$ cat config.mk
export PLATFORM = sky130hd
export DESIGN_NAME = ps2_rx_fifo
export DESIGN_NICKNAME = d
export VERILOG_FILES = /design/src/rtl/ps2_pkg.sv /design/src/rtl/sync_fifo.sv /design/src/rtl/ps2_rx_fifo.sv
export SDC_FILE = /design/constraint.sdc
export NUM_CORES = 1
export LEC_CHECK = 0
export ABC_AREA = 1
export CELL_PAD_IN_SITES_DETAIL_PLACEMENT = 1
export CELL_PAD_IN_SITES_GLOBAL_PLACEMENT = 1
export CORE_ASPECT_RATIO = 0.7
export CORE_UTILIZATION = 44
export DETAILED_ROUTE_END_ITERATION = 8
export GPL_TIMING_DRIVEN = 1
export PLACE_DENSITY = 0.79
export SLEW_MARGIN = 20
export SYNTH_ARGS = -nofsm -noshare
export SYNTH_HDL_FRONTEND = slang
export SYNTH_SLANG_ARGS = --single-unit
$ cat constraint.sdc
create_clock -name clk -period 2.3 [get_ports clk]
set_input_delay 0.23 -clock clk [delete_from_list [all_inputs] [get_ports clk]]
set_output_delay 0.23 -clock clk [all_outputs]
set_load 0.005 [all_outputs]
$ cat src/rtl/ps2_pkg.sv
// Shared PS/2 receive definitions: FSM state encoding and frame constants.
package ps2_pkg;

  // Receiver FSM states
  typedef enum logic [1:0] {
    ST_IDLE   = 2'd0,
    ST_DATA   = 2'd1,
    ST_PARITY = 2'd2,
    ST_STOP   = 2'd3
  } rx_state_e;

  // PS/2 frame: start(0), 8 data bits LSB-first, odd parity, stop(1)
  localparam int unsigned DATA_BITS  = 8;
  localparam int unsigned BCNT_W     = $clog2(DATA_BITS);
  localparam logic        ODD_PARITY = 1'b1;

  // True when the data bits plus the parity bit carry odd parity
  function automatic logic parity_ok(input logic [DATA_BITS-1:0] data, input logic par);
    return (^{data, par}) == ODD_PARITY;
  endfunction

endpackage

$ cat src/rtl/sync_fifo.sv
// Single-clock show-ahead FIFO. A push while full is accepted only when a pop
// happens on the same edge; pops on an empty FIFO are ignored.
module sync_fifo #(
  parameter int WIDTH = 8,
  parameter int DEPTH = 16
) (
  input  logic                         clk,
  input  logic                         rst,
  input  logic                         push,
  input  logic                         pop,
  input  logic [WIDTH-1:0]             wdata,
  output logic [WIDTH-1:0]             rdata,
  output logic                         full,
  output logic                         empty,
  output logic [$clog2(DEPTH+1)-1:0]   count
);

  localparam int AW = (DEPTH > 1) ? $clog2(DEPTH) : 1;
  localparam int CW = $clog2(DEPTH+1);

  logic [WIDTH-1:0] mem_q [DEPTH];
  logic [AW-1:0]    wr_ptr_q, wr_ptr_d;
  logic [AW-1:0]    rd_ptr_q, rd_ptr_d;
  logic [CW-1:0]    count_q, count_d;
  logic             do_push, do_pop;

  assign full    = (count_q == CW'(DEPTH));
  assign empty   = (count_q == '0);
  assign do_pop  = pop & ~empty;
  assign do_push = push & (~full | do_pop);
  assign count   = count_q;
  // Head byte is forced to zero when empty so reset presents rd_data = 0
  assign rdata   = empty ? '0 : mem_q[rd_ptr_q];

  // Next pointer and occupancy; pointers wrap naturally at power-of-two depth
  always_comb begin
    wr_ptr_d = wr_ptr_q;
    rd_ptr_d = rd_ptr_q;
    count_d  = count_q;
    if (do_push) wr_ptr_d = wr_ptr_q + 1'b1;
    if (do_pop)  rd_ptr_d = rd_ptr_q + 1'b1;
    case ({do_push, do_pop})
      2'b10:   count_d = count_q + 1'b1;
      2'b01:   count_d = count_q - 1'b1;
      default: count_d = count_q;
    endcase
  end

  // Pointer and count registers
  always_ff @(posedge clk) begin
    if (rst) begin
      wr_ptr_q <= '0;
      rd_ptr_q <= '0;
      count_q  <= '0;
    end else begin
      wr_ptr_q <= wr_ptr_d;
      rd_ptr_q <= rd_ptr_d;
      count_q  <= count_d;
    end
  end

  // Storage array, written at the write pointer on an accepted push
  always_ff @(posedge clk) begin
    if (do_push) mem_q[wr_ptr_q] <= wdata;
  end

endmodule

$ cat src/rtl/ps2_rx_fifo.sv
// PS/2 device-to-host receiver feeding a byte FIFO, with error pulses and a
// sticky overflow flag.
//
// state     | meaning
// ----------+-------------------------------------------------------------
// ST_IDLE   | line idle, waiting for a falling edge with data=0 (start bit)
// ST_DATA   | shifting in 8 data bits LSB-first
// ST_PARITY | next falling edge captures the parity bit
// ST_STOP   | next falling edge checks stop bit and parity, pushes or flags
module ps2_rx_fifo
  import ps2_pkg::*;
#(
  parameter int DEPTH   = 16,
  parameter int TIMEOUT = 50000
) (
  input  logic                       clk,
  input  logic                       rst,
  input  logic                       ps2_clk,
  input  logic                       ps2_data,
  input  logic                       rd_en,
  input  logic                       clr_err,
  output logic [7:0]                 rd_data,
  output logic                       rd_valid,
  output logic [$clog2(DEPTH+1)-1:0] fifo_count,
  output logic                       parity_err,
  output logic                       frame_err,
  output logic                       overflow
);

  localparam int TW = $clog2(TIMEOUT+1);

  logic [2:0]           ps2c_q;
  logic [1:0]           ps2d_q;
  logic                 fe, din;
  rx_state_e            state_q, state_d;
  logic [BCNT_W-1:0]    bit_cnt_q, bit_cnt_d;
  logic [DATA_BITS-1:0] shift_q, shift_d;
  logic                 par_q, par_d;
  logic [TW-1:0]        tmo_q, tmo_d;
  logic                 parity_err_q, parity_err_d;
  logic                 frame_err_q, frame_err_d;
  logic                 overflow_q, overflow_d;
  logic                 push, fifo_full, fifo_empty;

  // Two stages synchronise the lines; the third clock stage gives the edge
  assign fe  = ps2c_q[2] & ~ps2c_q[1];
  assign din = ps2d_q[1];

  // Line synchronisers, reset to the idle-high level
  always_ff @(posedge clk) begin
    if (rst) begin
      ps2c_q <= '1;
      ps2d_q <= '1;
    end else begin
      ps2c_q <= {ps2c_q[1:0], ps2_clk};
      ps2d_q <= {ps2d_q[0], ps2_data};
    end
  end

  // Frame FSM, inter-edge timeout and error/push decisions
  always_comb begin
    state_d      = state_q;
    bit_cnt_d    = bit_cnt_q;
    shift_d      = shift_q;
    par_d        = par_q;
    tmo_d        = tmo_q;
    parity_err_d = 1'b0;
    frame_err_d  = 1'b0;
    push         = 1'b0;

    if (fe)                tmo_d = TW'(TIMEOUT);
    else if (tmo_q != '0)  tmo_d = tmo_q - 1'b1;

    if (fe) begin
      case (state_q)
        ST_IDLE: begin
          if (!din) begin
            state_d   = ST_DATA;
            bit_cnt_d = '0;
          end
        end
        ST_DATA: begin
          shift_d   = {din, shift_q[DATA_BITS-1:1]};
          bit_cnt_d = bit_cnt_q + 1'b1;
          if (bit_cnt_q == BCNT_W'(DATA_BITS-1)) state_d = ST_PARITY;
        end
        ST_PARITY: begin
          par_d   = din;
          state_d = ST_STOP;
        end
        ST_STOP: begin
          state_d = ST_IDLE;
          // A bad stop bit outranks a parity error
          if (!din)                          frame_err_d  = 1'b1;
          else if (!parity_ok(shift_q, par_q)) parity_err_d = 1'b1;
          else                               push         = 1'b1;
        end
        default: state_d = ST_IDLE;
      endcase
    end else if (state_q != ST_IDLE && tmo_q == '0) begin
      state_d     = ST_IDLE;
      frame_err_d = 1'b1;
    end

    // Overflow when a byte is dropped; a coincident set beats clr_err
    overflow_d = overflow_q;
    if (clr_err)                         overflow_d = 1'b0;
    if (push && fifo_full && !rd_en)     overflow_d = 1'b1;
  end

  // Receiver state and flag registers
  always_ff @(posedge clk) begin
    if (rst) begin
      state_q      <= ST_IDLE;
      bit_cnt_q    <= '0;
      shift_q      <= '0;
      par_q        <= 1'b0;
      tmo_q        <= '0;
      parity_err_q <= 1'b0;
      frame_err_q  <= 1'b0;
      overflow_q   <= 1'b0;
    end else begin
      state_q      <= state_d;
      bit_cnt_q    <= bit_cnt_d;
      shift_q      <= shift_d;
      par_q        <= par_d;
      tmo_q        <= tmo_d;
      parity_err_q <= parity_err_d;
      frame_err_q  <= frame_err_d;
      overflow_q   <= overflow_d;
    end
  end

  sync_fifo #(
    .WIDTH (DATA_BITS),
    .DEPTH (DEPTH)
  ) u_fifo (
    .clk   (clk),
    .rst   (rst),
    .push  (push),
    .pop   (rd_en),
    .wdata (shift_q),
    .rdata (rd_data),
    .full  (fifo_full),
    .empty (fifo_empty),
    .count (fifo_count)
  );

  assign rd_valid   = ~fifo_empty;
  assign parity_err = parity_err_q;
  assign frame_err  = frame_err_q;
  assign overflow   = overflow_q;

endmodule

==> impl_metrics.sql <==
INSERT INTO impl_metrics (metric_group, metric, value, unit) VALUES
('pwr', 'clock_power_share', '0.236', ''),
('final_layout', 'ff_latch_area', '4970', 'um2'),
('setup_path', 'rr_worst_depth', '21', ''),
('final_layout', 'nets', '859', ''),
('cts', 'cts_root_buffer', 'clkbuf_16', ''),
('cts', 'clk_latency', '0.44', 'ns'),
('logic_synthesis', 'syn-instance-count', '741', ''),
('timing', 'period_needed', '2.46', 'ns'),
('global_route', 'grt_start_max_net_pins', '26', ''),
('timing', 'slew_headroom', '0.607', ''),
('timing', 'max_slew.worst_pin.slew', '0.587', 'ns'),
('setup_path', 'cp_data_required_time', '2.07', 'ns'),
('pwr', 'net_switching_power_figure', '4.76', 'mW'),
('logic_synthesis', 'yosysWarningCount', '0', ''),
('floorplan', 'floorplan.core_area', '17200', 'um2'),
('setup_path', 'worst-path-max-fanout', '7', ''),
('global_route', 'gr-total-overflow', '0', ''),
('pwr', 'power.density', '1190', 'nW/um2'),
('routing', 'initialDrtViolationCount', '717', ''),
('cts', 'cts-root-to-sink-buffers', '2', ''),
('timing', 'finalHoldViolCount', '0', ''),
('final_layout', 'syn_to_layout_area_delta', '31.1', '%'),
('floorplan', 'floorplan.io_pins', '23', ''),
('logic_synthesis', 'synth_fp_nets', '763', ''),
('cts', 'cts_tree', 'built', ''),
('final_layout', 'number_of_filler_cells_placed_in_the_layout', '1807', ''),
('place', 'place.gp.congestion', '0.841', ''),
('min_path', 'hold_depth', '2', ''),
('setup_path', 'setup.worst_path.start_class', 'flip-flop', ''),
('outcome', 'violated_checks', 'setup timing', ''),
('timing', 'worst_case_setup_margin_in_the_final_layout', '-0.160', 'ns'),
('setup_path', 'criticalPathCategory', 'flip-flop to output port', ''),
('floorplan', 'row_count', '40', ''),
('floorplan', 'die_h', '113', 'um'),
('logic_synthesis', 'synth_seq_area_share', '0.636', ''),
('global_route', 'antenna_found_initial', '1', ''),
('logic_synthesis', 'synthesis.area_per_instance', '10.5', 'um2'),
('routing', 'post_drt_via_cell_ratio', '5.84', ''),
('logic_synthesis', 'top_cell_type_s_share_of_synthesized_area', '0.494', ''),
('final_layout', 'drive_above_1_share', '0.319', ''),
('timing', 'report.final.setup_viol', '15', ''),
('pwr', 'leakagePower', '4.03', 'nW'),
('floorplan', 'die_ar', '18200', 'um2'),
('logic_synthesis', 'synth_top_cells_by_count', '136 x nor2_1, 128 x edfxtp_1, 88 x o21ai_0, 73 x nand2_1, 55 x dfxtp_1', ''),
('routing', 'antenna_left', '0', ''),
('global_route', 'grt_use_total', '0.266', ''),
('setup_path', 'regToRegStartpoint', 'shift_q[0]$_SDFFE_PP0P_', ''),
('job', 'max-cap-violations', '0', ''),
('pwr', 'worst_ir_drop_vdd', '0.000710', 'V'),
('pwr', 'cell_internal_pwr', '7.37', 'mW'),
('timing', 'fin_setup_tns', '-0.645', 'ns'),
('global_route', 'grt_first_pass_wirelength', '36.1', 'mm'),
('pwr', 'p_seq_frac', '0.325', ''),
('logic_synthesis', 'async_reset_ff_frac', '0', ''),
('logic_synthesis', 'synth_enable_flop_cells', '128', ''),
('floorplan', 'initial_utilization', '0.452', ''),
('timing', 'hold-worst-slack', '0.352', 'ns'),
('cts', 'cts.hold.buffers_added', '0', ''),
('timing', 'final_skew', '0.0103', 'ns'),
('timing', 'unrepaired_setup_endpoints_after_global_routing', 'yes', ''),
('cts', 'path_clk_slew', '0.07', 'ns'),
('setup_path', 'arrival', '2.23', 'ns'),
('outcome', 'run_status', 'finished, violations left', ''),
('timing', 'maxClockFrequency', '407', 'MHz'),
('logic_synthesis', 'synth.largest_area_cell', 'edfxtp_1', ''),
('min_path', 'min_from', 'ps2_data', ''),
('pwr', 'pwr-share-comb', '0.439', ''),
('logic_synthesis', 'synth_ff_type', 'edfxtp_1', ''),
('logic_synthesis', 'netlist_area', '7780', 'um2'),
('setup_path', 'sort_of_element_at_the_end_of_the_critical_path', 'output port', ''),
('timing', 'max_slew_violation_total_from_the_final_report', '0', '');
registers in the layout (all words and copies together), names as in the netlist, named ones only:
name,flops
u_fifo.wr_ptr_q,4
shift_q,8
parity_err,1
u_fifo.count,5
u_fifo.mem_q,128
bit_cnt_q,3
ps2c_q,3
frame_err,1
par_q,1
overflow,1
state_q,2
u_fifo.rd_ptr_q,4
tmo_q,16
ps2d_q,2
worst max path at each step:
stage	start	endpoint	slack, ns	cells after the start
2_1_floorplan	shift_q[6]$_SDFFE_PP0P_	u_fifo.count[4]$_SDFFE_PP0P_	0.06	19
3_3_place_gp	shift_q[0]$_SDFFE_PP0P_	u_fifo.count[4]$_SDFFE_PP0P_	0.02	21
3_5_place_dp	shift_q[0]$_SDFFE_PP0P_	u_fifo.count[4]$_SDFFE_PP0P_	-0.1	21
4_1_cts	shift_q[4]$_SDFFE_PP0P_	u_fifo.count[4]$_SDFFE_PP0P_	0.003	19
5_1_grt	shift_q[0]$_SDFFE_PP0P_	u_fifo.count[4]$_SDFFE_PP0P_	-0.23	21
6_report	flip-flop	rd_data[4]	-0.16	9
power by group through the flow:
stage | combinational [mW] | sequential (mW) | clock, mW
floorplan | 2.25 | 3.92 | 0
global placement | 3.42 | 3.98 | 0
detailed placement | 3.62 | 4.00 | 0
CTS | 4.31 | 3.94 | 2.85
global route | 5.67 | 3.97 | 2.99
finish | 5.32 | 3.95 | 2.86
routing by layer:
layer  vias up  routed length (um)  part of all wire  GRT usage
met5         -                   0                 0          0
li1       2799                   -                 -          -
met4         0                 717             0.028      0.101
met3        60                1920             0.074     0.0696
met1      3166               10700              0.41      0.340
met2       296               12600              0.49      0.434
placed cells by master (no fill, tap or decap), types with 4 or more instances in the layout:
cell             netlist  routed
o221ai_1              20       8
o21ai_0               88      48
clkbuf_16              0      22
buf_4                  0      54
o22ai_2                0      10
o21ai_4                0       8
buf_12                 0       8
dfxtp_4                0       6
dfxtp_1               55      44
xor2_1                 6       5
buf_16                 0       4
inv_2                  7      11
buf_6                  0       9
nor2_1               136     111
a21oi_1               44      39
or2_2                  6       6
inv_6                  0       7
nor2_2                 2      22
inv_8                  0       4
buf_2                  7       8
clkdlybuf4s50_1        0      14
o21ai_1                3      24
nand2_1               73      64
edfxtp_1             128     128
inv_1                 47      41
nand2_4                3       4
a21oi_2                2       7
nor3_1                 4       4
dfxtp_2                0       5
o221ai_2               0      11
nor2_4                 3       8
nand2_2                7      15
ha_1                  15      13
nand3_1               28      20
o21ai_2                0      11
nand3_2                2      10
cell type report:
type / instances / area share
inverter: 56 / 0.0239
antenna: 1 / 0.000246
sequential: 183 / 0.488
clock buffer: 17 / 0.0417
clock inverter: 15 / 0.0130
timing repair buffer: 105 / 0.111
multi-input combinational: 474 / 0.294
tap: 231 / 0.0284
logic make-up after synthesis:
group | share of synthesized area
AOI/OAI and AO/OA | 0.130
xor gates and xnor gates | 0.0101
buffers and inverters | 0.0423
adders and majority gates | 0.0267
DFF | 0.636
and+or+nand+nor | 0.155
worst max-delay path, cell delays in order (launching register included):
cell	delay [ns]
dfxtp_4	0.39
buf_12	0.16
clkinv_16	0.07
buf_8	0.12
buf_16	0.13
nor2_2	0.06
o221ai_2	0.31
nand3_1	0.16
a21oi_1	0.23
buf_2	0.15
repair_timing:
action | in CTS | in global routing
endpoints found under the setup margin | 10 | 25
gates resized for setup | 91 | 130
pin swaps | 33 | 56
setup buffers | 8 | 16
cloned | 5 | 6
stage by stage:
| step | instance area [um2] | power (mW) | util | worst slack (ns) | std cells |
|---|---|---|---|---|---|
| 2_1_floorplan | 7790 | 6.17 | - | 0.0598 | 741 |
| 3_3_place_gp | 8610 | 7.40 | 0.500 | 0.0245 | 1016 |
| 3_5_place_dp | 8610 | 7.62 | 0.500 | -0.0988 | 1016 |
| 4_1_cts | 9540 | 11.1 | 0.554 | 0.00263 | 1061 |
| 5_1_grt | 10200 | 12.6 | 0.592 | -0.227 | 1081 |
| 6_report | 10200 | 12.1 | 0.592 | -0.160 | 1082 |
No activity file was read; power rests on OpenSTA's default activity.
